$ cat config.mk
export PLATFORM = sky130hd
export DESIGN_NAME = td4_reg_snapshot
export DESIGN_NICKNAME = d
export VERILOG_FILES = /design/src/rtl/td4_disp_pkg.sv /design/src/rtl/td4_reg_snapshot_vsync_fall_det.sv /design/src/rtl/td4_reg_snapshot.sv
export SDC_FILE = /design/constraint.sdc
export NUM_CORES = 1
export LEC_CHECK = 0
export BUFFER_PORTS_ARGS = -buffer_cell sky130_fd_sc_hd__buf_2
export CAP_MARGIN = 20
export CORE_MARGIN = 5
export CORE_UTILIZATION = 60
export DETAILED_ROUTE_END_ITERATION = 16
export PLACE_DENSITY = 0.81
export SLEW_MARGIN = 20
export SYNTH_ARGS = -nofsm -noshare
export SYNTH_HDL_FRONTEND = slang
export SYNTH_HIERARCHICAL = 1
export SYNTH_SLANG_ARGS = --single-unit
$ cat constraint.sdc
create_clock -name CLK -period 3.8 [get_ports CLK]
set_input_delay 0.76 -clock CLK [delete_from_list [all_inputs] [get_ports CLK]]
set_output_delay 0.76 -clock CLK [all_outputs]
set_load 0.01 [all_outputs]
$ cat src/rtl/td4_disp_pkg.sv
// Shared constants and types for the TD4 register-display snapshot block.
// Build option: TD4_CHG_HILITE_EN enables per-row change flags in td4_reg_snapshot.
package td4_disp_pkg;

   localparam int NREG_DEF = 8;   // displayed register rows
   localparam int DW_DEF   = 4;   // bits per register row
   localparam int AW_DEF   = 3;   // row address width
   localparam int FCNT_W   = 8;   // committed-swap counter width

   typedef enum logic [0:0] {
      ST_IDLE = 1'b0,
      ST_SWAP = 1'b1
   } state_t;

endpackage

$ cat src/rtl/td4_reg_snapshot_vsync_fall_det.sv
// Falling-edge detector for the active-low VSYNC from the display timing generator.
// The delayed copy resets to 1 so that a low VSYNC present at reset release still
// produces one frame-start pulse.
module vsync_fall_det (
   input  logic CLK,
   input  logic RST,
   input  logic frame_sync,
   output logic vs_fall
);

   logic vs_d;

   // Delay VSYNC by one pixel clock for edge detection
   always_ff @(posedge CLK or posedge RST) begin
      if (RST) vs_d <= 1'b1;
      else     vs_d <= frame_sync;
   end

   assign vs_fall = vs_d & ~frame_sync;

endmodule

$ cat src/rtl/td4_reg_snapshot.sv
// TD4 register snapshot: CPU writes a staging bank at any time; the whole bank is
// copied to the display bank in one cycle right after VSYNC falls, so a frame never
// shows a half-updated register set.
// Build option: TD4_CHG_HILITE_EN adds per-row "changed at last swap" flags on regchg;
// without it regchg is tied low and the port list is unchanged.
module td4_reg_snapshot
   import td4_disp_pkg::*;
#(
   parameter int NREG = NREG_DEF,
   parameter int DW   = DW_DEF,
   parameter int AW   = AW_DEF
) (
   input  logic              CLK,
   input  logic              RST,
   input  logic              wr_en,
   input  logic [AW-1:0]     wr_addr,
   input  logic [DW-1:0]     wr_data,
   output logic              wr_ready,
   input  logic              frame_sync,
   input  logic              freeze,
   input  logic [AW-1:0]     regsel,
   output logic [DW-1:0]     regdat,
   output logic              regchg,
   output logic              swap_pulse,
   output logic [FCNT_W-1:0] frame_cnt
);

   state_t        state;
   state_t        state_nxt;
   logic [DW-1:0] staging [NREG];
   logic [DW-1:0] display [NREG];
   logic          dirty;
   logic          vs_fall;
   logic          wr_acc;
   logic          wr_in_range;
   logic          sel_in_range;
   logic          in_swap;

   vsync_fall_det u_vsync_fall_det (
      .CLK        (CLK),
      .RST        (RST),
      .frame_sync (frame_sync),
      .vs_fall    (vs_fall)
   );

   // Out-of-range writes still complete the handshake but touch nothing
   assign wr_acc       = wr_en && wr_ready;
   assign wr_in_range  = 32'(wr_addr) < NREG;
   assign sel_in_range = 32'(regsel) < NREG;
   assign in_swap      = (state == ST_SWAP);

   // FSM state register
   always_ff @(posedge CLK or posedge RST) begin
      if (RST) state <= ST_IDLE;
      else     state <= state_nxt;
   end

   // FSM next state: swap only on frame start with pending data and no freeze
   always_comb begin
      state_nxt = state;
      case (state)
         ST_IDLE: if (vs_fall && dirty && !freeze) state_nxt = ST_SWAP;
         ST_SWAP: state_nxt = ST_IDLE;
         default: state_nxt = ST_IDLE;
      endcase
   end

   // FSM outputs: writes are refused only during the single copy cycle
   always_comb begin
      wr_ready   = (state == ST_IDLE);
      swap_pulse = (state == ST_SWAP);
   end

   // Staging bank: CPU-side row writes
   always_ff @(posedge CLK or posedge RST) begin
      if (RST) begin
         for (int i = 0; i < NREG; i++) staging[i] <= '0;
      end else if (wr_acc && wr_in_range) begin
         staging[wr_addr] <= wr_data;
      end
   end

   // Display bank: parallel copy of every row in the swap cycle
   always_ff @(posedge CLK or posedge RST) begin
      if (RST) begin
         for (int i = 0; i < NREG; i++) display[i] <= '0;
      end else if (in_swap) begin
         for (int i = 0; i < NREG; i++) display[i] <= staging[i];
      end
   end

   // Dirty flag: set by an in-range write, cleared by the copy (no writes land in SWAP)
   always_ff @(posedge CLK or posedge RST) begin
      if (RST)                        dirty <= 1'b0;
      else if (in_swap)               dirty <= 1'b0;
      else if (wr_acc && wr_in_range) dirty <= 1'b1;
   end

   // Committed-swap counter, wraps naturally
   always_ff @(posedge CLK or posedge RST) begin
      if (RST)          frame_cnt <= '0;
      else if (in_swap) frame_cnt <= frame_cnt + 1'b1;
   end

   // Display read port: zero latency, rows beyond NREG read as zero
   always_comb begin
      regdat = '0;
      if (sel_in_range) regdat = display[regsel];
   end

`ifdef TD4_CHG_HILITE_EN
   logic [NREG-1:0] chg;

   // Change flags: compare old and new row contents at the copy, hold until next copy
   always_ff @(posedge CLK or posedge RST) begin
      if (RST) begin
         chg <= '0;
      end else if (in_swap) begin
         for (int i = 0; i < NREG; i++) chg[i] <= (staging[i] != display[i]);
      end
   end

   assign regchg = sel_in_range ? chg[regsel] : 1'b0;
`else
   assign regchg = 1'b0;
`endif

endmodule
==> flow_summary_export.csv <==
group,metric,value,unit
run_status,status,"finished clean",
logic_synthesis,synth_top_area_share,59.1,%
sta,period_share,72.3,%
layout,area_growth,12.1,%
logic_synthesis,yosysTopAreaCell,"dfrtp_1",
drt,wl,5600,um
drt,drtIter0Drc,71,
grt,grt_pass1_vias,1879,
die,core,5070,um2
drt,wl_per_cell,18.2,um
grt,track_usage,20.3,%
logic_synthesis,yosysSeqAreaShare,60.0,%
critical_path,crit_path_start_kind,"input pin",
sta,rsz0062_at_grt,"false",
critical_path,cp_common_cell,"buf_2",
critical_path,r2r_setup_slack,1.69,ns
sta,final.setup.tns,0,ns
critical_path,cp_cell_sequence,"buf_2 -> mux4_2 -> mux2_2 -> buf_2",
run,maxCapViolCount,0,
sta,min_period,2.75,ns
critical_path,r2r_start,"swap_pulse$_DFF_PP0_",
layout,utilization,69.2,%
critical_path,cp-end-kind,"primary output",
logic_synthesis,ys_ff_latch,75,
logic_synthesis,ys_types,28,
layout,layout_common_cells,"dfrtp_1 (73), mux2_2 (65), buf_2 (28), clkbuf_8 (9), mux4_2 (8)",
logic_synthesis,synth_area_leaders,"dfrtp_1 (59%), mux2_2 (23%), mux4_2 (5.8%), mux2_1 (1.4%), xnor2_1 (1.1%)",
clock_tree,clkTransAtPathRegs,0.07,ns
sta,slew-limit-headroom,37.0,%
drt,drc_errors,0,
critical_path,critPathMaxFanout,8,
die,rows,26,
clock_tree,cts_tree,"done",
die,die_x,82.2,um
grt,grt_max_degree,48,
sta,timing.fmax,364,MHz
critical_path,arrival,1.99,ns
power,powerDensity,622,nW/um2
placement,portBuffers,28,
logic_synthesis,mappedNetlistArea,3130,um2
critical_path,crit_slowest_cell,"mux4_2",
clock_tree,cts_setup_buffers,0,
critical_path,crit_start,"regsel[0]",
clock_tree,cts-root-buf,"clkbuf_8",
critical_path,required,3.04,ns
sta,report.final.slew_viol_count,0,
clock_tree,cts_resized,0,
layout,antenna-diode-count,0,
die,pin_count,30,
clock_tree,cts_buffers,9,
logic_synthesis,synth_fp_nets,216,
clock_tree,clock_latency,0.34,ns
logic_synthesis,yosys_warnings,6,
placement,place_congestion,0.761,
power,p_leak,1.57,nW
layout,layout.nets,248,
power,ir_drop,420,uV
die,die_y,82.2,um
grt,grt_pass1_wl,9770,um
clock_tree,cts_max_path_buffers,2,
sta,setup_viol,0,
layout,layout-drive-gt1-share,51.5,%
logic_synthesis,synthCells,200,
placement,place.detailed.hpwl,3700,um
drt,dr.pass1.iters,4,
clock_tree,cts_hold_buf,0,
drt,vias,1723,
drt,vias_per_cell,5.61,
grt,overflow,0,
sta,worstMarginPinSlew,0.945,ns
die,initial_core_util,61.7,%
grt,antenna_found_initial,0,
clock_tree,cts.sinks,75,
clock_tree,htreeDepth,3,
hold_path,hp-class,"input pin to async pin",
layout,layout_commonest_cell,"dfrtp_1",
logic_synthesis,avgSynthCellArea,15.7,um2
drt,ant_nets,0,
critical_path,max_stage_delay,0.53,ns
critical_path,worstSetupPathType,"input pin to primary output",
die,dieArea,6760,um2
sta,worst_clock_skew,0.00770,ns
sta,hold_viol_final,0,
-- worst paths after layout --
kind | endpoint | cells past startpoint
worst max-delay path | regdat[0] | 4
worst min-delay path | u_vsync_fall_det/vs_d$_DFF_PP1_ | 2
worst max register to register | staging[21]$_DFFE_PP0P_ | 2
worst min register to register | frame_cnt[7]$_DFFE_PP0P_ | 1
max in group asynchronous | staging[2]$_DFFE_PP0P_ | 3
min in group CLK | frame_cnt[7]$_DFFE_PP0P_ | 1
-- registers in the layout, summed over array words and instances (netlist names) --
signal                 cells
swap_pulse                 1
dirty                      1
frame_cnt                  8
u_vsync_fall_det/vs_d      1
staging                   32
display                   32
-- Yosys cell counts --
cell and count:
nor2b_4 1, nand3_1 2, xor2_1 3, nand4_1 3, buf_1 2, nor3b_1 1
nand2_1 6, nor3_2 2, nand2b_1 1, mux2_2 65, or4_1 1, buf_2 4
dfstp_2 1, inv_1 3, ha_1 1, nor3_1 1, mux2_1 4, dfrtp_1 74
nor4_2 1, clkbuf_1 2, and3_1 1, buf_4 1, nor4bb_1 1, mux4_2 8
nor2_1 5, or3_1 1, conb_1 1, xnor2_1 4
-- power by group --
part / leakage [nW] / switching (W) / internal [W]
Combinational: 0.563 / 0.000152 / 0.000284
Sequential: 0.913 / 0.000147 / 0.00104
Clock: 0.0914 / 0.000261 / 0.000302
-- critical path, delay by kind of cell --
kind	cells	cell delay, ns
muxes	2	0.81
buffers and inverters	2	0.41
-- layer usage --
metal	part of all wire [%]	vias up	GRT usage [%]
met1	44	898	26.8
li1	-	784	-
met5	0	-	0
met3	4.0	8	6.18
met2	51	33	32.4
met4	1.4	0	6.15
-- cells by family after synthesis --
group	after synthesis	share of synthesized area, %
multiplexers	77	30.6
flip-flops	75	60.0
AND/OR/NAND/NOR	27	5.27
buffers and inverters	12	1.72
XOR/XNOR	7	1.96
adder cells (fa/ha/maj)	1	0.399
other	1	0.120
-- layout make-up --
type,count,area (um2)
Inverter,3,11.3
Clock inverter,3,40.0
Clock buffer,13,139
Timing Repair Buffer,30,155
Multi-Input combinational cell,113,1200
Fill cell,378,1560
Tap cell,70,87.6
Sequential cell,75,1880
-- stage by stage --
step           setup slack [ns]  area [um2]  total power [W]  hold slack [ns]  instances
6_report                   1.05        3510          0.00218            0.418        307
5_1_grt                    1.00        3510          0.00231            0.403        307
4_1_cts                    1.04        3510          0.00220            0.407        307
3_5_place_dp               1.04        3330          0.00164            0.456        291
3_3_place_gp               1.05        3330          0.00161            0.453        291
2_1_floorplan              1.16        3130          0.00149            0.452        200
Note: power is estimated with default switching activity, not from simulation.
